<file path="src/rtl/board_input_debounce.sv">
// Board switch/button conditioner: 2-FF synchroniser plus counter debouncer per input,
// one-cycle edge strobes, sticky event flags and a registered interrupt request.
module board_input_debounce #(
    parameter int CLOCK_FREQUENCY = 25_000_000,
    parameter int DEBOUNCE_US     = 10_000,
    parameter int N_SW            = 16,
    parameter int N_BTN           = 5
) (
    input  logic             clk,
    input  logic             rst,
    input  logic [N_SW-1:0]  sw_i,
    input  logic [N_BTN-1:0] btn_i,
    output logic [N_SW-1:0]  sw_o,
    output logic [N_BTN-1:0] btn_o,
    output logic [N_BTN-1:0] btn_press_o,
    output logic [N_BTN-1:0] btn_release_o,
    output logic [N_SW-1:0]  sw_change_o,
    output logic [N_BTN:0]   evt_o,
    input  logic [N_BTN:0]   evt_mask_i,
    input  logic [N_BTN:0]   evt_clr_i,
    output logic             int_req_o,
    input  logic             int_fin_i
);

    // Dividing first keeps the product inside 32 bits; DEBOUNCE_CYCLES must be >= 2.
    localparam int DEBOUNCE_CYCLES = CLOCK_FREQUENCY / 1_000_000 * DEBOUNCE_US;
    localparam int CNT_W           = $clog2(DEBOUNCE_CYCLES);
    localparam int N_IN            = N_SW + N_BTN;
    localparam int SETTLE_LAST     = DEBOUNCE_CYCLES + 1;
    localparam int SETTLE_W        = $clog2(SETTLE_LAST + 1);

    typedef enum logic {
        SETTLE = 1'b0,
        RUN    = 1'b1
    } state_e;

    state_e              state_q, state_d;
    logic [SETTLE_W-1:0] settle_q, settle_d;
    logic [N_IN-1:0]     sync1_q, sync2_q;
    logic [N_IN-1:0]     stable_q, stable_d;
    logic [N_IN-1:0]     rise_q, rise_d;
    logic [N_IN-1:0]     fall_q, fall_d;
    logic [CNT_W-1:0]    cnt_q [N_IN];
    logic [CNT_W-1:0]    cnt_d [N_IN];
    logic [N_BTN:0]      evt_q, evt_d;
    logic [N_BTN:0]      evt_set, evt_clr;
    logic                int_req_q;

    // Switches occupy the low bits, buttons the high bits of every per-input vector.
    always_comb begin
        // NOTE: every signal gets its default before any branch so no latch is inferred.
        state_d  = state_q;
        settle_d = settle_q;
        stable_d = stable_q;
        rise_d   = '0;
        fall_d   = '0;
        for (int i = 0; i < N_IN; i++) begin
            cnt_d[i] = '0;
        end

        case (state_q)
            SETTLE: begin
                stable_d = sync2_q;
                settle_d = settle_q + 1'b1;
                if (settle_q == SETTLE_W'(SETTLE_LAST)) begin
                    state_d  = RUN;
                    settle_d = '0;
                end
            end
            RUN: begin
                for (int i = 0; i < N_IN; i++) begin
                    if (sync2_q[i] != stable_q[i]) begin
                        if (cnt_q[i] == CNT_W'(DEBOUNCE_CYCLES - 1)) begin
                            stable_d[i] = sync2_q[i];
                            rise_d[i]   = sync2_q[i];
                            fall_d[i]   = ~sync2_q[i];
                        end else begin
                            cnt_d[i] = cnt_q[i] + 1'b1;
                        end
                    end
                end
            end
            default: state_d = SETTLE;
        endcase
    end

    // A set arriving in the same cycle as a clear wins.
    assign evt_set = {|sw_change_o, btn_press_o};
    assign evt_clr = evt_clr_i | ({(N_BTN + 1){int_fin_i}} & evt_mask_i);
    assign evt_d   = (evt_q & ~evt_clr) | evt_set;

    always_ff @(posedge clk) begin
        // NOTE: state registers use non-blocking assignments so every flop samples pre-edge values.
        if (rst) begin
            state_q   <= SETTLE;
            settle_q  <= '0;
            sync1_q   <= '0;
            sync2_q   <= '0;
            stable_q  <= '0;
            rise_q    <= '0;
            fall_q    <= '0;
            evt_q     <= '0;
            int_req_q <= 1'b0;
            for (int i = 0; i < N_IN; i++) begin
                cnt_q[i] <= '0;
            end
        end else begin
            state_q   <= state_d;
            settle_q  <= settle_d;
            sync1_q   <= {btn_i, sw_i};
            sync2_q   <= sync1_q;
            stable_q  <= stable_d;
            rise_q    <= rise_d;
            fall_q    <= fall_d;
            evt_q     <= evt_d;
            int_req_q <= |(evt_q & evt_mask_i);
            for (int i = 0; i < N_IN; i++) begin
                cnt_q[i] <= cnt_d[i];
            end
        end
    end

    assign sw_o          = stable_q[N_SW-1:0];
    assign btn_o         = stable_q[N_IN-1:N_SW];
    assign btn_press_o   = rise_q[N_IN-1:N_SW];
    assign btn_release_o = fall_q[N_IN-1:N_SW];
    assign sw_change_o   = rise_q[N_SW-1:0] | fall_q[N_SW-1:0];
    assign evt_o         = evt_q;
    assign int_req_o     = int_req_q;

endmodule

</file>
<file path="config.mk">
export PLATFORM = sky130hd
export DESIGN_NAME = board_input_debounce
export DESIGN_NICKNAME = d
export VERILOG_FILES = /design/src/rtl/board_input_debounce.sv
export SDC_FILE = /design/constraint.sdc
export NUM_CORES = 1
export LEC_CHECK = 0
export ABC_AREA = 1
export ABC_CLOCK_PERIOD_IN_PS = 3800
export CAP_MARGIN = 25
export CORE_MARGIN = 8
export CORE_UTILIZATION = 44
export CTS_BUF_LIST = sky130_fd_sc_hd__clkbuf_8
export CTS_CLUSTER_SIZE = 40
export DETAILED_ROUTE_END_ITERATION = 16
export RECOVER_POWER = 25
export SKIP_CTS_REPAIR_TIMING = 1
export SLEW_MARGIN = 20
export SYNTH_ARGS = -nofsm -noshare
export SYNTH_HDL_FRONTEND = slang
export SYNTH_SLANG_ARGS = --single-unit
</file>
<file path="constraint.sdc">
create_clock -name clk -period 3.8 [get_ports clk]
set_input_delay 0.38 -clock clk [delete_from_list [all_inputs] [get_ports clk]]
set_output_delay 0.38 -clock clk [all_outputs]
set_load 0.01 [all_outputs]
</file>
Yosys cells after proc, flatten, opt, wreduce, memory -nomap -nowiden. Memories as Yosys holds them, arrays and structs flattened. Index checks and enable logic that the tools add are counted.

Register bits: 131. Latch bits: 0. Bits in writable memories: 378. ROM bits: 0. Bits of input ports: 36. Logic and storage cells: 426. Memories: 1.

Add/sub/neg operators: 22. Multiply operators: 0. Divide/modulo/power cells: 0. $lt $le $gt $ge: 0. Equal/unequal tests: 85. Shifts and indexed selects: 0. Mux-type cells: 113. Bitwise gates (word level): 92. Reductions and logical operators: 44.

Memory list: cnt_q (words 21, width 18, read ports 21, clocked after memory_dff 0, write ports 21, line 43) `logic [CNT_W-1:0] cnt_q [N_IN];`.

Operators with widths (count): 18-bit two-way mux (64); 18-bit by 1-bit adder with 18-bit output, second input constant (22); 18-bit equality test, second input constant (22); 378-bit two-way mux (1); 2-bit by 1-bit != test with 1-bit output, second input constant (42); 4-bit OR reduction (21); 1-bit NOT (64); 1-bit two-way mux (47); 21-bit case mux with 2 select lines (1); 2-bit AND reduction (21); 1-bit != test (21); 1-bit OR (21); 6-bit bitwise AND (3); 16-bit OR (1); 16-bit OR reduction (1); 6-bit OR (2); 6-bit NOT (1); 6-bit OR reduction (1).

Logic depth before layout (Yosys ltp). Gate-level depths: netlist of run 1.

Depth after elaboration: 5. Mapped depth: 9. Mapped depth without buffers: 9.

Least setup slack after synthesis of run 1. OpenSTA, ideal clock, no wires.

Kind: reg2reg. Start point: memory cnt_q[0][72] (netlist name). End point: memory cnt_q[0][79] (netlist name). Library setup time: 0.114 ns. Data arrival time: 1.443 ns. Data required time: 3.686 ns. Path slack: 2.243 ns. Stages on the path, launching flop included: 10. Path buffers: 1. Clock period less this slack: 1.557 ns. Cells stage by stage: dfxtp_1 > ha_1 > nand2_1 > nor2_2 > inv_1 > nor2_2 > nand3_1 > nand2_2 > buf_6 > nor2_1.

RTL lines (line): from (decl) (43).

Worst setup path in the final report of run 1.
Start point: input rst. End point: register sync1_q[6].

RTL lines: from (decl) (line 10) `input logic rst,`; to (signal assigned) (line 110) `sync1_q <= {btn_i, sw_i};`; to (decl) (line 39) `logic [N_IN-1:0] sync1_q, sync2_q;`.

No word-level cell between the ends.

==> impl_metrics.ini, run 1 <==
[outcome]
outcome = finished, violations left
violations = capacitance limit, slew limit

[timing]
finalCritPeriodShare = 0.707
min_period_ns = 2.69
fmax_ghz = 0.372
setup_viol = 0
hold_violations = 0
finalSetupTns_ns = 0
skew_ns = 0.0198
holdWs_ns = 0.241
worst_pin_slew_ns = 3.02
rsz0062_at_grt = false
relSlewSlack = -1.01
fin_ws_ns = 1.11
slew_violations = 56

[detailed_routing]
routed_wl_mm = 53.1
drtIter0Drc = 1117
via_per_inst = 5.02
drc = 0
wire_per_inst_um = 12.5
vias = 21300
first_pass_iters = 6
ant_nets = 0

[die]
ioPinCount = 90
dieArea_mm2 = 0.0617
core_area_mm2 = 0.0536
initial_utilization = 0.443
die_y_um = 248
die_x_um = 248
rows = 85

[worst_setup_path]
worstSetupEndpointType = flop
arrival_ns = 3.05
crit_fanout = 55
reg2reg_slack_ns = 1.13
cp_num_buf_inv = 2
cp-endpoint = sync1_q[6]
critical_path.top_delay_family = buffers and inverters
reg2regPathDepth = 6
critPathKind = input pin to flop
slowest_stage = clkbuf_1
cp.required_ns = 4.16
cp_slowest_stage_delay_ns = 2.14
crit_cells = 3
reg2reg_from = state_q
startpoint_type = input pin
critPathLaunch = rst
r2r-end = cnt_q[0][99]
path_cells = clkbuf_1, clkbuf_1, nor2_1
cpMostUsedCell = clkbuf_1

[placement]
dpl_cell_area_mm2 = 0.0252
io_buffer_count = 89
dpl_worst_slack_ns = 1.26
hpwl_mm = 37.9
finalWeightedCongestion = 0.897

[layout]
layout_common_cells = nor2_1 (627), nand2_1 (612), dfxtp_1 (509), inv_1 (446), nand3_1 (222)
stdcell_area_mm2 = 0.0270
syn_to_final_growth_pct = 13.6
layout.cells.most_common = nor2_1
multiInputGateArea_mm2 = 0.0115
nets = 3540
nFillCells = 5359
antenna-diode-count = 0
seqCellArea_mm2 = 0.0102
layout-drive-gt1-share = 0.0702

[pwr]
power_frac_comb = 0.012
peakVddDrop_mv = 0.237
leakage_nw = 8.80
p_int_mw = 8.42
sw_frac_of_total = 0.214
p_seq_frac = 0.504
power_density_mw_per_mm2 = 397
clock_power_share = 0.484
p_sw_mw = 2.29

[synth]
synthCells = 3347
yosysWarnings = 0
syn_area_mm2 = 0.0238
syn_avg_cell_area_um2 = 7.10
synthDistinctLibCells = 49
synth-edff-count = 0
synth-main-ff-cell = dfxtp_1
synth_area_leaders = dfxtp_1 (43%), nor2_1 (9.8%), nand2_1 (9.6%), inv_1 (6.7%), nand3_1 (4.7%)
syn_nets = 3406
ys_seq_area_frac = 0.429
yosysTopAreaCell = dfxtp_1
async_flop_share = 0
synth.top_cell.area_share = 0.429
ys_ff_latch = 509

[clock_network]
clkSlewWorstSetupHoldPaths_ns = 0.06
cts.sinks = 509
cts_tree = done
clk_latency_ns = 0.65
max-clock-path-buffers = 3
htreeDepth = 3
cts_root_buf = clkbuf_8
cts_buffers = 89

[min_path]
hold_path.class = input pin to flop
hold_path_depth = 3

[global_routing]
grt_max_degree = 56
grt_antenna_before_repair = 0
gr-usage-all-layers = 0.168
grt-ovfl-total = 0
grt_pass1_vias = 20300
grt_pass1_wl_mm = 91.1

[flow_run]
max_cap_violations = 1
## worst min path at each step
stage,endpoint,startpoint,slack [ns]
after detailed placement,sync2_q[6],sync1_q[6],0.39
final,sync1_q[20],btn_i[4],0.24
after global routing,sync1_q[19],btn_i[3],0.20
after CTS,sync1_q[20],btn_i[4],0.16
after global placement,sync2_q[19],sync1_q[19],0.39
after floorplan,sync2_q[0],sync1_q[0],0.39
## synth_stat cells (2+ instances only)
library cell and instances:
a21oi_1 192, a21oi_2 22, a21oi_4 3, a31oi_1 10, and2_1 2, buf_1 5
buf_2 10, buf_4 15, buf_6 9, clkbuf_1 8, dfxtp_1 509, ha_1 23
inv_1 426, nand2_1 610, nand2_2 21, nand2b_1 3, nand3_1 222, nand3b_1 30
nand4_1 148, nor2_1 618, nor2_2 14, nor2_4 5, nor3_1 153, nor3_2 9
nor3b_1 32, nor4_1 6, o211ai_1 4, o21ai_0 48, o21ai_1 2, o21ai_2 8
o22ai_1 3, or2_0 5, or2_2 44, xnor2_1 21, xor2_1 93
## worst register-to-register path, cell delays in order, from the launching register on
cell and delay (ns):
dfxtp_1 0.82, nand2_1 0.35, inv_4 0.43, o21ai_0 0.19
a21oi_1 0.27, nand2_2 0.27, nor3b_1 0.26
## registers in the layout, summed over array words and instances, names as in the netlist, 6 cells and up
name,cells
rise_q,21
fall_q,21
cnt_q,378
settle_q,18
sync1_q,21
evt_o,6
sync2_q,21
stable_q,21
## through the flow
step / power, mW / cells / utilization
2_1_floorplan: 5.56 / 3347 / -
3_3_place_gp: 5.64 / 4086 / 0.470
3_5_place_dp: 5.64 / 4086 / 0.470
4_1_cts: 10.9 / 4243 / 0.505
5_1_grt: 11.2 / 4243 / 0.504
6_report: 10.7 / 4243 / 0.504
## cells by family after synthesis
family / after synthesis / share of synthesized area
compound gates: 295 / 0.0698
xor+xnor: 114 / 0.0420
fa+ha+maj: 23 / 0.0121
buf+inv: 478 / 0.0819
flops: 509 / 0.429
mux: 1 / 0.000421
simple gates: 1927 / 0.365
## cell type report
| cell class | instances | area share |
|---|---|---|
| clock buffers | 119 | 0.0607 |
| clock inverters | 38 | 0.00899 |
| inverters | 430 | 0.0599 |
| multi-input cells | 2360 | 0.428 |
| flip-flops and latches | 509 | 0.377 |
| well taps | 696 | 0.0323 |
| repair buffers | 91 | 0.0332 |
## power by group through the flow
stage | sequential, mW | combinational [mW] | clock (mW)
after floorplan | 5.50 | 0.0622 | 0
after global placement | 5.51 | 0.135 | 0
after detailed placement | 5.51 | 0.137 | 0
after CTS | 5.39 | 0.138 | 5.39
after global routing | 5.39 | 0.149 | 5.63
final | 5.39 | 0.133 | 5.18
## metal layers
| layer | wire length, um | track usage | vias to the layer above |
|---|---|---|---|
| li1 | - | - | 11100 |
| met1 | 25000 | 0.212 | 9680 |
| met2 | 24000 | 0.281 | 428 |
| met3 | 2750 | 0.0405 | 95 |
| met4 | 1310 | 0.0523 | 0 |
| met5 | 0 | 0 | - |
(Power assumes the default switching activity.)
==> run 2: changes to the inputs <==
--- a/config.mk
+++ b/config.mk
@@ -6,7 +6,7 @@
 export NUM_CORES = 1
 export LEC_CHECK = 0
 export ABC_AREA = 1
-export ABC_CLOCK_PERIOD_IN_PS = 3800
+export ABC_CLOCK_PERIOD_IN_PS = 2600
 export CAP_MARGIN = 25
 export CORE_MARGIN = 8
 export CORE_UTILIZATION = 44
==> constraint.sdc (replaced) <==
create_clock -name clk -period 2.6 [get_ports clk]
set_input_delay 0.26 -clock clk [delete_from_list [all_inputs] [get_ports clk]]
set_output_delay 0.26 -clock clk [all_outputs]
set_load 0.01 [all_outputs]
==> impl_metrics.ini, run 2 (synthesis results as in run 1) <==
[outcome]
outcome = finished, violations left
violations = capacitance limit, slew limit

[worst_setup_path]
cp.required_ns = 3.18
critPathKind = flop to flop
startpoint_type = flop
worstSetupEndpointType = flop
crit_fanout = 23
reg2regPathDepth = 6
arrival_ns = 2.66

[die]
die_x_um = 248
dieArea_mm2 = 0.0617
ioPinCount = 90
die_y_um = 248
rows = 85
initial_utilization = 0.443
core_area_mm2 = 0.0536

[pwr]
leakage_nw = 8.74
power_density_mw_per_mm2 = 565
peakVddDrop_mv = 0.480

[layout]
layout-drive-gt1-share = 0.0678
largest_reg_flops = 378
layout.cells.most_common = nor2_1
syn_to_final_growth_pct = 13.0
layout.cells.non_filler = 4237
nets = 3540
top_register = cnt_q
finish.utilization = 0.501
layout_common_cells = nor2_1 (623), nand2_1 (612), dfxtp_1 (509), inv_1 (452), nand3_1 (222)

[global_routing]
gr-usage-all-layers = 0.167
grt_pass1_wl_mm = 90.7
grt_max_degree = 56
grt-ovfl-total = 0
grt_pass1_vias = 19900
grt_antenna_before_repair = 1

[detailed_routing]
drc = 0
vias = 21300
drtIter0Drc = 1069
first_pass_iters = 6
via_per_inst = 5.02
wire_per_inst_um = 12.6
ant_nets = 0
routed_wl_mm = 53.3

[timing]
rsz0062_at_grt = false
finalCritPeriodShare = 0.801
skew_ns = 0.0169
hold_violations = 0
setup_viol = 0
min_period_ns = 2.08
fmax_ghz = 0.480
worst_pin_slew_ns = 1.51
relSlewSlack = -0.00429
slew_violations = 55
finalSetupTns_ns = 0

[clock_network]
htreeDepth = 3
cts_root_buf = clkbuf_8
clk_latency_ns = 0.65
cts.sinks = 509
cts_buffers = 88
max-clock-path-buffers = 3
cts_tree = done
clkSlewWorstSetupHoldPaths_ns = 0.06

[placement]
placedCellCount = 4087
hpwl_mm = 37.6
io_buffer_count = 89
finalWeightedCongestion = 0.880

[flow_run]
max_cap_violations = 1

[min_path]
hold_path_depth = 3
hold_path.class = input pin to flop
-- run 2: cell count changes in the layout (fill, tap and decap cells not counted), sizes merged --
cell / delta
clkinv: -6
bufinv: -2
inv: +7
diode: +1
clkbuf: -6
-- run 2: worst paths after layout --
path | start | endpoint | slack, ns
worst max-delay path | state_q | cnt_q[0][21] | 0.52
worst min-delay path | btn_i[2] | sync1_q[18] | 0.12
worst max register to register | state_q | cnt_q[0][21] | 0.52
worst min register to register | sync1_q[16] | sync2_q[16] | 0.39
-- run 2: final cells by class --
cell class                 instances  area (um^2)
antenna                            1         2.50
clock buffer                     112         1540
clock inverter                    37          184
fill                            5279        26700
inverter                         430         1620
multi-input combinational       2360        11600
sequential                       509        10200
tap                              696          871
timing repair buffer              92          902
-- run 2: where the power goes --
| group | total, mW | leakage [nW] | switching (mW) | internal (mW) |
|---|---|---|---|---|
| sequential | 7.88 | 4.11 | 0.0326 | 7.85 |
| combinational | 0.196 | 3.64 | 0.100 | 0.0955 |
| clock | 7.11 | 0.994 | 3.18 | 3.93 |
| total | 15.2 | 8.74 | 3.31 | 11.9 |
-- run 2: worst max-delay path, cell delays in order (launching register included) --
cell and delay, ns:
dfxtp_1 0.40, nand2_1 0.24, inv_4 0.40, o21ai_1 0.13
a21oi_1 0.34, nand2_2 0.29, a21oi_1 0.19
-- run 2: per-stage QoR --
step | cell area, um^2 | hold WS (ns) | power, mW | worst slack, ns
floorplan | 23800 | 0.367 | 8.13 | 1.04
global placement | 25200 | 0.391 | 8.25 | 0.693
detailed placement | 25200 | 0.394 | 8.25 | 0.659
CTS | 26900 | -0.0251 | 15.5 | 0.466
global route | 26900 | 0.0875 | 15.9 | 0.238
finish | 26900 | 0.122 | 15.2 | 0.516
-- run 2: routing by layer --
| metal | vias up | global-route usage | part of all wire |
|---|---|---|---|
| met1 | 9677 | 0.217 | 0.48 |
| met5 | - | 0 | 0 |
| li1 | 11100 | - | - |
| met3 | 97 | 0.0403 | 0.048 |
| met4 | 0 | 0.0522 | 0.022 |
| met2 | 382 | 0.274 | 0.45 |
